### config.mk
export PLATFORM = sky130hd
export DESIGN_NAME = scope_cmd_rx
export DESIGN_NICKNAME = d
export VERILOG_FILES = /design/src/rtl/scope_cmd_rx.sv
export SDC_FILE = /design/constraint.sdc
export NUM_CORES = 1
export LEC_CHECK = 0
export ABC_CLOCK_PERIOD_IN_PS = 3900
export CAP_MARGIN = 20
export CORE_MARGIN = 2
export CORE_UTILIZATION = 45
export CTS_BUF_LIST = sky130_fd_sc_hd__clkbuf_4 sky130_fd_sc_hd__clkbuf_8
export DETAILED_ROUTE_END_ITERATION = 8
export GPL_ROUTABILITY_DRIVEN = 0
export GPL_TIMING_DRIVEN = 0
export PLACE_DENSITY = 0.74
export SLEW_MARGIN = 20
export SYNTH_ARGS = -nofsm -noshare
export SYNTH_HDL_FRONTEND = slang
export SYNTH_SLANG_ARGS = --single-unit
export TNS_END_PERCENT = 30
### constraint.sdc
create_clock -name clk -period 3.9 [get_ports clk]
set_input_delay 0.78 -clock clk [delete_from_list [all_inputs] [get_ports clk]]
set_output_delay 0.78 -clock clk [all_outputs]
set_load 0.05 [all_outputs]
### src/rtl/scope_cmd_rx.sv
// scope_cmd_rx: host-to-scope command receiver.
// An 8N1 UART receiver feeds a 6-byte frame parser:
//   0xA5, OP, D2, D1, D0, CK   with CK = OP ^ D2 ^ D1 ^ D0.
// Accepted frames update the capture-control registers (interval, trig_level, run).
// Rejected frames pulse cmd_error and latch the reason in err_code.
// A stalled partial frame is abandoned after 20 bit-times of silence.
module scope_cmd_rx #(
  parameter int DELAY_FRAMES     = 234,      // clocks per UART bit, must be >= 8
  parameter int DEFAULT_INTERVAL = 2700000   // reset value of interval
) (
  input  logic        clk,
  input  logic        rst_n,
  input  logic        uart_rx,
  output logic [7:0]  rx_byte,
  output logic        rx_byte_valid,
  output logic        frame_err,
  output logic [23:0] interval,
  output logic [7:0]  trig_level,
  output logic        run,
  output logic        cmd_valid,
  output logic        cmd_error,
  output logic [1:0]  err_code
);

  localparam int CNT_W    = $clog2(DELAY_FRAMES);
  localparam int TO_LIMIT = 20 * DELAY_FRAMES;
  localparam int TO_W     = $clog2(TO_LIMIT + 1);

  localparam logic [CNT_W-1:0] HALF_LOAD    = CNT_W'(DELAY_FRAMES / 2 - 1);
  localparam logic [CNT_W-1:0] FULL_LOAD    = CNT_W'(DELAY_FRAMES - 1);
  localparam logic [TO_W-1:0]  TO_MAX       = TO_W'(TO_LIMIT);
  localparam logic [23:0]      INTERVAL_RST = 24'(DEFAULT_INTERVAL);
  localparam logic [7:0]       SYNC_BYTE    = 8'hA5;

  localparam logic [1:0] ERR_CKSUM   = 2'd1;
  localparam logic [1:0] ERR_OPVAL   = 2'd2;
  localparam logic [1:0] ERR_TIMEOUT = 2'd3;

  typedef enum logic [2:0] {
    RX_IDLE,
    RX_START,
    RX_DATA,
    RX_STOP,
    RX_WAIT_HIGH
  } rx_state_t;

  typedef enum logic [2:0] {
    P_SYNC,
    P_OP,
    P_D2,
    P_D1,
    P_D0,
    P_CK
  } p_state_t;

  // ---------------------------------------------------------------------------
  // Input synchronizer
  // ---------------------------------------------------------------------------
  logic r_rx_meta;
  logic r_rxs;

  // Two-flop synchronizer; resets to idle-high so reset release never looks like a start bit.
  always_ff @(posedge clk or negedge rst_n) begin
    // NOTE: sequential state uses non-blocking (<=) so every flop samples pre-edge values;
    // blocking here would let r_rxs see the new r_rx_meta in the same edge and drop a stage.
    if (!rst_n) begin
      r_rx_meta <= 1'b1;
      r_rxs     <= 1'b1;
    end else begin
      r_rx_meta <= uart_rx;
      r_rxs     <= r_rx_meta;
    end
  end

  // ---------------------------------------------------------------------------
  // UART receive FSM
  // ---------------------------------------------------------------------------
  rx_state_t        r_rx_state;
  rx_state_t        w_rx_state_nxt;
  logic [CNT_W-1:0] r_bit_cnt;
  logic [CNT_W-1:0] w_bit_cnt_nxt;
  logic [2:0]       r_bit_idx;
  logic [2:0]       w_bit_idx_nxt;
  logic [7:0]       r_shift;
  logic [7:0]       w_shift_nxt;
  logic             w_cnt_zero;
  logic             w_byte_done;
  logic             w_stop_bad;
  logic [7:0]       r_rx_byte;
  logic             r_rx_byte_valid;
  logic             r_frame_err;

  assign w_cnt_zero = (r_bit_cnt == '0);

  // Receiver next-state: half-bit wait to centre on the start bit, then full-bit sample spacing.
  always_comb begin
    // NOTE: every signal gets a default before the case so no path leaves it unassigned
    // (an unassigned path would infer a latch).
    w_rx_state_nxt = r_rx_state;
    w_bit_cnt_nxt  = r_bit_cnt;
    w_bit_idx_nxt  = r_bit_idx;
    w_shift_nxt    = r_shift;
    w_byte_done    = 1'b0;
    w_stop_bad     = 1'b0;
    case (r_rx_state)
      RX_IDLE: begin
        if (!r_rxs) begin
          w_rx_state_nxt = RX_START;
          w_bit_cnt_nxt  = HALF_LOAD;
        end
      end
      RX_START: begin
        if (w_cnt_zero) begin
          if (!r_rxs) begin
            w_rx_state_nxt = RX_DATA;
            w_bit_cnt_nxt  = FULL_LOAD;
            w_bit_idx_nxt  = 3'd0;
          end else begin
            // Start bit vanished before its centre: a glitch, not a byte.
            w_rx_state_nxt = RX_IDLE;
          end
        end else begin
          w_bit_cnt_nxt = r_bit_cnt - CNT_W'(1);
        end
      end
      RX_DATA: begin
        if (w_cnt_zero) begin
          // LSB arrives first, so shift right and insert at the top.
          w_shift_nxt   = {r_rxs, r_shift[7:1]};
          w_bit_cnt_nxt = FULL_LOAD;
          if (r_bit_idx == 3'd7) begin
            w_rx_state_nxt = RX_STOP;
          end else begin
            w_bit_idx_nxt = r_bit_idx + 3'd1;
          end
        end else begin
          w_bit_cnt_nxt = r_bit_cnt - CNT_W'(1);
        end
      end
      RX_STOP: begin
        if (w_cnt_zero) begin
          if (r_rxs) begin
            w_byte_done    = 1'b1;
            w_rx_state_nxt = RX_IDLE;
          end else begin
            // Wait for the line to go high so a long break reports only once.
            w_stop_bad     = 1'b1;
            w_rx_state_nxt = RX_WAIT_HIGH;
          end
        end else begin
          w_bit_cnt_nxt = r_bit_cnt - CNT_W'(1);
        end
      end
      RX_WAIT_HIGH: begin
        if (r_rxs) begin
          w_rx_state_nxt = RX_IDLE;
        end
      end
      default: begin
        w_rx_state_nxt = RX_IDLE;
      end
    endcase
  end

  // Receiver state, counters and registered byte/pulse outputs.
  always_ff @(posedge clk or negedge rst_n) begin
    if (!rst_n) begin
      r_rx_state      <= RX_IDLE;
      r_bit_cnt       <= '0;
      r_bit_idx       <= 3'd0;
      r_shift         <= 8'h00;
      r_rx_byte       <= 8'h00;
      r_rx_byte_valid <= 1'b0;
      r_frame_err     <= 1'b0;
    end else begin
      r_rx_state      <= w_rx_state_nxt;
      r_bit_cnt       <= w_bit_cnt_nxt;
      r_bit_idx       <= w_bit_idx_nxt;
      r_shift         <= w_shift_nxt;
      r_rx_byte_valid <= w_byte_done;
      r_frame_err     <= w_stop_bad;
      if (w_byte_done) begin
        r_rx_byte <= r_shift;
      end
    end
  end

  // ---------------------------------------------------------------------------
  // Frame parser
  // ---------------------------------------------------------------------------
  p_state_t         r_p_state;
  p_state_t         w_p_state_nxt;
  logic [7:0]       r_op;
  logic [7:0]       r_d2;
  logic [7:0]       r_d1;
  logic [7:0]       r_d0;
  logic [TO_W-1:0]  r_to_cnt;
  logic [23:0]      w_payload;
  logic             w_ck_match;
  logic             w_timeout;
  logic             w_accept;
  logic             w_reject;
  logic [1:0]       w_reject_code;
  logic             w_ld_interval;
  logic             w_ld_trig;
  logic             w_ld_run;
  logic [23:0]      r_interval;
  logic [7:0]       r_trig_level;
  logic             r_run;
  logic             r_cmd_valid;
  logic             r_cmd_error;
  logic [1:0]       r_err_code;

  assign w_payload  = {r_d2, r_d1, r_d0};
  assign w_ck_match = (r_rx_byte == (r_op ^ r_d2 ^ r_d1 ^ r_d0));
  // A byte arriving on the same cycle always wins over the timeout.
  assign w_timeout  = (r_p_state != P_SYNC) && (r_to_cnt == TO_MAX) && !r_rx_byte_valid;

  // Parser next-state and command decode; the checksum is judged before the opcode.
  always_comb begin
    w_p_state_nxt = r_p_state;
    w_accept      = 1'b0;
    w_reject      = 1'b0;
    w_reject_code = 2'd0;
    w_ld_interval = 1'b0;
    w_ld_trig     = 1'b0;
    w_ld_run      = 1'b0;
    if (r_frame_err) begin
      // A corrupted byte silently abandons any frame in progress.
      w_p_state_nxt = P_SYNC;
    end else if (r_rx_byte_valid) begin
      case (r_p_state)
        P_SYNC:  if (r_rx_byte == SYNC_BYTE) w_p_state_nxt = P_OP;
        P_OP:    w_p_state_nxt = P_D2;
        P_D2:    w_p_state_nxt = P_D1;
        P_D1:    w_p_state_nxt = P_D0;
        P_D0:    w_p_state_nxt = P_CK;
        P_CK: begin
          w_p_state_nxt = P_SYNC;
          if (!w_ck_match) begin
            w_reject      = 1'b1;
            w_reject_code = ERR_CKSUM;
          end else begin
            case (r_op)
              8'h01: begin
                if (w_payload == 24'd0) begin
                  w_reject      = 1'b1;
                  w_reject_code = ERR_OPVAL;
                end else begin
                  w_accept      = 1'b1;
                  w_ld_interval = 1'b1;
                end
              end
              8'h02: begin
                w_accept  = 1'b1;
                w_ld_trig = 1'b1;
              end
              8'h03: begin
                w_accept = 1'b1;
                w_ld_run = 1'b1;
              end
              default: begin
                w_reject      = 1'b1;
                w_reject_code = ERR_OPVAL;
              end
            endcase
          end
        end
        default: w_p_state_nxt = P_SYNC;
      endcase
    end else if (w_timeout) begin
      w_p_state_nxt = P_SYNC;
      w_reject      = 1'b1;
      w_reject_code = ERR_TIMEOUT;
    end
  end

  // Parser state register.
  always_ff @(posedge clk or negedge rst_n) begin
    if (!rst_n) begin
      r_p_state <= P_SYNC;
    end else begin
      r_p_state <= w_p_state_nxt;
    end
  end

  // Frame field capture and saturating inter-byte idle counter.
  always_ff @(posedge clk or negedge rst_n) begin
    if (!rst_n) begin
      r_op     <= 8'h00;
      r_d2     <= 8'h00;
      r_d1     <= 8'h00;
      r_d0     <= 8'h00;
      r_to_cnt <= '0;
    end else begin
      if (r_rx_byte_valid) begin
        r_to_cnt <= '0;
        case (r_p_state)
          P_OP:    r_op <= r_rx_byte;
          P_D2:    r_d2 <= r_rx_byte;
          P_D1:    r_d1 <= r_rx_byte;
          P_D0:    r_d0 <= r_rx_byte;
          default: ;
        endcase
      end else if (r_to_cnt != TO_MAX) begin
        r_to_cnt <= r_to_cnt + TO_W'(1);
      end
    end
  end

  // Capture-control registers and command result pulses.
  always_ff @(posedge clk or negedge rst_n) begin
    if (!rst_n) begin
      r_interval   <= INTERVAL_RST;
      r_trig_level <= 8'h80;
      r_run        <= 1'b1;
      r_cmd_valid  <= 1'b0;
      r_cmd_error  <= 1'b0;
      r_err_code   <= 2'd0;
    end else begin
      r_cmd_valid <= w_accept;
      r_cmd_error <= w_reject;
      if (w_reject)      r_err_code   <= w_reject_code;
      if (w_ld_interval) r_interval   <= w_payload;
      if (w_ld_trig)     r_trig_level <= r_d0;
      if (w_ld_run)      r_run        <= r_d0[0];
    end
  end

  assign rx_byte       = r_rx_byte;
  assign rx_byte_valid = r_rx_byte_valid;
  assign frame_err     = r_frame_err;
  assign interval      = r_interval;
  assign trig_level    = r_trig_level;
  assign run           = r_run;
  assign cmd_valid     = r_cmd_valid;
  assign cmd_error     = r_cmd_error;
  assign err_code      = r_err_code;

endmodule

==> Word level (Yosys, flattened, before mapping) <==
Cells that the tools add are included.
{ "word_totals": {"regBits": 119, "inputBits": 3, "elab_cells": 145} }
{ "op_classes": {"addsub": 3, "eq_ne": 28, "muxes": 68, "n_bitwise": 3, "reduce_logical": 22} }
{ "ops": {"columns": ["op", "n"], "rows": [
  ["2-to-1 mux 3 bit", 15],
  ["2-to-1 mux 8 bit", 5],
  ["2-to-1 mux 1 bit", 32],
  ["one-hot mux 8 bit (4 select lines)", 1],
  ["one-hot mux 3 bit (5 select lines)", 2],
  ["2-to-1 mux 13 bit", 2],
  ["logical NOT 24 bit", 1],
  ["XOR 8 bit", 3],
  ["inequality test 2 bit (second input constant)", 9],
  ["equality test 8 x 2 -> 1 bit (second input constant)", 2],
  ["2-to-1 mux 2 bit", 7],
  ["adder 13 x 1 -> 13 bit (second input constant)", 1],
  ["equality test 13 bit (second input constant)", 1],
  ["inequality test 13 bit (second input constant)", 1],
  ["equality test 3 x 2 -> 1 bit (second input constant)", 4],
  ["equality test 3 bit (second input constant)", 4],
  ["AND reduction 2 bit", 6],
  ["equality test 8 x 1 -> 1 bit (second input constant)", 1],
  ["equality test 8 bit", 1],
  ["equality test 8 bit (second input constant)", 1],
  ["logical NOT 8 bit", 1],
  ["subtractor 8 x 1 -> 8 bit (second input constant)", 1],
  ["equality test 3 x 1 -> 1 bit (second input constant)", 2],
  ["logical NOT 3 bit", 2],
  ["other kinds (15)", 19]
]} }

==> Longest topological paths before layout <==
{ "logic_depth": {"ltp_word": 8, "mapped_depth": 9} }

==> Worst setup path after synthesis <==
No wires, ideal clock.
{ "synth_path": {"path_type": "reg2reg", "from": "reg r_rx_byte[6], in the netlist rx_byte[6]", "to": "reg r_interval[10], in the netlist interval[10]", "arrival_time_ps": 2404, "required_ps": 3775, "setup_slack_ps": 1371, "path_stages_with_launch": 8, "n_path_buf": 1, "cell_sequence": "dfrtp_1 -> xor2_1 -> xnor2_1 -> nor4_1 -> nand2_1 -> nor4_4 -> buf_4 -> mux2_2"} }
{ "synth_via": {"elab_chain_cells": 5} }
{ "synth_lines": {"columns": ["item", "line", "source"], "rows": [
  ["start: declaration", "89", "logic [7:0] r_rx_byte;"],
  ["start signal: assignment", "183", "r_rx_byte <= r_shift;"],
  ["equality test 8 bit", "215", "assign w_ck_match = (r_rx_byte == (r_op ^ r_d2 ^ r_d1 ^ r_d0));"],
  ["2-to-1 mux 1 bit", "240", "if (!w_ck_match) begin"],
  ["2-to-1 mux 1 bit", "232", "case (r_p_state)"],
  ["2-to-1 mux 1 bit", "231", "end else if (r_rx_byte_valid) begin"],
  ["2-to-1 mux 1 bit", "228", "if (r_frame_err) begin"],
  ["end signal: assignment", "324", "if (w_ld_interval) r_interval <= w_payload;"],
  ["end: declaration", "207", "logic [23:0] r_interval;"]
]} }
No other way between the ends.
A chain may end at the register's enable or synchronous reset.

==> Worst setup path in the final report <==
{ "layout_path": {"from": "reg r_d2[2]", "to": "reg r_interval[18], in the netlist interval[18]"} }
{ "layout_via": {"elab_chain_cells": 8} }
{ "layout_lines": {"columns": ["item", "line", "source"], "rows": [
  ["start: declaration", "194", "logic [7:0] r_d2;"],
  ["start signal: assignment", "300", "P_D2: r_d2 <= r_rx_byte;"],
  ["XOR 8 bit (3 in series)", "215", null],
  ["equality test 8 bit", "215", null],
  ["2-to-1 mux 1 bit", "240", null],
  ["2-to-1 mux 1 bit", "232", null],
  ["2-to-1 mux 1 bit", "231", null],
  ["2-to-1 mux 1 bit", "228", null]
]} }
Several ways; a longest one is shown, not always the timed one.

==> impl_results.md <==
* Max Slew Vio Count at 0
* Compound-Gate Fraction of Synth Area at 6.049%
* Vias in the first global route at 3687
* Die Footprint at 0.01308 sq mm
* Remaining Overflow, GRT at 0
* Max Fclk at 340.2 MHz
* Final nets at 516
* Final WL at 11120 um
* Clk sink count at 119
* Crit path buffers/inverters at 1
* Top-count cell post-synth: dfrtp_1
* Largest family of logic cells by synthesized area: multiplexers
* Die Ht at 114.4 um
* Syn-to-layout area delta at 20.75%
* Final hold vios at 0
* I/O Pins at 50
* Synth Area in Simple Gates at 11.78%
* Seq cells post-synth at 119
* Setup Skew at 8.255 ps
* Power Density at 372.5 mW/mm^2
* Avg Vias per Cell at 5.478
* Post-synthesis adder-cell area fraction at 1.370%
* First-pass GRT wire length at 18600 um
* CP Cell Sequence: xnor3_1 -> xnor2_1 -> nor4_1 -> nand2_1 -> nor4_4 -> buf_4 -> mux2_2
* Async set-or-reset flop fraction in the synthesized netlist at 100.0%
* DR DRC count at 0
* Critical path arrival at 3260 ps
* Max-Cap Viols at 0
* Worst Path Required at 4220 ps
* Fin crit share at 75.38%
* Met3 Use GR at 4.606%
* Port Buf Inserts at 49
* Yosys warns at 0
* Fin area at 0.006619 sq mm
* Synth Area in XOR/XNOR at 8.080%
* Slowest CP cell: nor4_4
* Syn_area_per_cell at 12.51 sq um
* Met2 GRT Util at 29.21%
* Post-synth cell types at 52
* Initial antenna violation count at 0
* Post-Syn Nets at 447
* Largest net degree at the start of global routing at 76
* Slew margin rel. at 48.59%
* Min Clock Period, post-route at 2940 ps
* Mapped Cells at 438
* Post-CTS setup repair buffer count at 0
* Die extent in x at 114.4 um
* Fill count at 989
* Final setup viols at 0
* Clock tree buffer depth at 2
* CTS clk-pin slew, worst paths at 70 ps
* Busiest layer in global routing: met2
* Share of layout cells above drive strength 1 at 25.38%
* Initial DRT Pass Iterations at 5
* Mapped Area at 0.005482 sq mm
* Main synth FF type: dfrtp_1
* Post-DP Area at 0.006185 sq mm
* H-tree depth at 4
* Post-synth EDFFs at 0
* Leak at 3.054 nW
* Met1 Usage GRT at 24.86%
* Crit path kind: reg -> reg
* CTS tree: done
* DRT antenna net count at 0
* PostCTS Resize Cnt at 0
* Commonest cells in the netlist: dfrtp_1 (106), mux2_2 (76), nor2_1 (30), nand2_1 (28), xor2_1 (18)
* Initial Util at 45.83%
* CTS Buf Count at 17
* Mux share of post-synthesis cell area at 16.23%
* CP max FO at 10
* Worst-Skew Late Latency at 440 ps
* Area share of the largest cell type after synthesis at 48.39%
* CORE AREA at 0.01196 sq mm
* Peak supply drop at 0.3288 mV
* Worst Hold Class: in -> async
* Max stage delay on crit path at 610 ps
* RSZ-0062 raised after global routing: false
* Top Family by Delay on Critical Path: simple AND/OR/NAND/NOR gates
* Root buf cell: clkbuf_8
* Via count at 3654
* ANT cells at 0
* Cts-stage hold buffer count at 0
* Setup TNS at 0 ps
* Critical Path Start Type: register
* DP HPWL at 7797 um
* Status: complete, no violations
* Synth area leader: dfrtp_1
* CP Capture Type: register
* Sequential fraction of the synthesis area at 54.62%
* Slew @ Worst Pin at 768.4 ps
* Top cells by area, synth: dfrtp_1 (48%), mux2_2 (16%), dfstp_2 (6.2%)
* Starting DRT DRC Count at 199
* Gr usage total at 18.55%
* Num rows at 40
* DR WL/cell at 16.67 um
==> kinds of logic after synthesis <==
family,count (synthesis)
DFF,119
AOI/OAI and AO/OA,53
and+or+nand+nor,118
adders and majority gates,6
xor gates and xnor gates,38
muxes,79
buffers and inverters,25
==> report_power, final <==
group	internal (mW)	total, mW	switching, mW
combinational	0.00607	0.0306	0.0245
sequential	1.24	1.24	0.00141
clock	0.699	1.20	0.498
total	1.94	2.47	0.524
==> flip-flops by register name, summed over array words and instances (netlist names), 8 cells and up <==
register    cells
rx_byte         8
r_d0            8
interval       24
r_to_cnt       13
r_d2            8
trig_level      8
r_bit_cnt       8
r_op            8
r_shift         8
r_d1            8
==> final timing paths <==
path,startpoint,end,slack [ps],cells after the start
max reg2reg,r_d2[2]$_DFFE_PN0P_,interval[18]$_DFFE_PN0P_,960,7
max in group asynchronous,rst_n,r_rxs$_DFF_PN1_,2910,2
min,rst_n,interval[23]$_DFFE_PN0P_,260,1
min in group clk,r_rx_meta$_DFF_PN1_,r_rxs$_DFF_PN1_,360,0
max,r_d2[2]$_DFFE_PN0P_,interval[18]$_DFFE_PN0P_,960,7
min reg2reg,r_rx_meta$_DFF_PN1_,r_rxs$_DFF_PN1_,360,0
==> per-layer routing <==
layer	part of all wire, %	vias up
met2	48	72
li1	-	1706
met5	0	-
met4	1.6	0
met3	4.2	15
met1	46	1861
==> area by class of cell <==
cell class	instances	area, sq um	area share [%]
buffer	17	72.57	1.096
clock buffer	21	289.0	4.367
clock inverter	11	145.1	2.193
inverter	8	30.03	0.4537
multi-input combinational	294	2385	36.03
sequential	119	2994	45.24
tap	147	183.9	2.779
timing repair buffer	50	519.2	7.845
==> placed cells by master, fill, tap and decap left out, drive strengths merged, types with 5 or more instances in the layout <==
| master | netlist | layout |
|---|---|---|
| clkdlybuf4s50 | 0 | 48 |
| dfrtp | 106 | 106 |
| o21ai | 16 | 16 |
| inv | 8 | 9 |
| xnor2 | 12 | 12 |
| buf | 3 | 5 |
| xnor3 | 8 | 8 |
| dfstp | 13 | 13 |
| nand3 | 9 | 9 |
| mux2 | 79 | 79 |
| xor2 | 18 | 18 |
| nor2 | 30 | 30 |
| nand2 | 28 | 28 |
| nor3 | 7 | 7 |
| ha | 6 | 6 |
| a31oi | 5 | 5 |
| a21oi | 11 | 11 |
| clkbuf | 14 | 35 |
| nor4 | 12 | 12 |
==> stage by stage <==
stage | total power, mW | util, % | setup slack [ps] | hold WS, ps | cells
6_report | 2.466 | 55.33 | 960.2 | 260.6 | 667
3_3_place_gp | 1.289 | 51.46 | -2378 | 346.6 | 634
4_1_cts | 2.494 | 55.33 | 910.4 | 256.8 | 667
2_1_floorplan | 1.263 | - | 1371 | 345.2 | 438
3_5_place_dp | 1.293 | 51.71 | 924.7 | 347.8 | 635
5_1_grt | 2.543 | 55.33 | 721.4 | 278.8 | 667
==> worst reg2reg max path: stages (launching register included) <==
cell	delay (ps)
dfrtp_1	430
xnor3_1	440
xnor2_1	140
nor4_1	290
nand2_1	250
nor4_4	610
buf_4	320
mux2_2	360
Power figures use the tool's default switching activity.
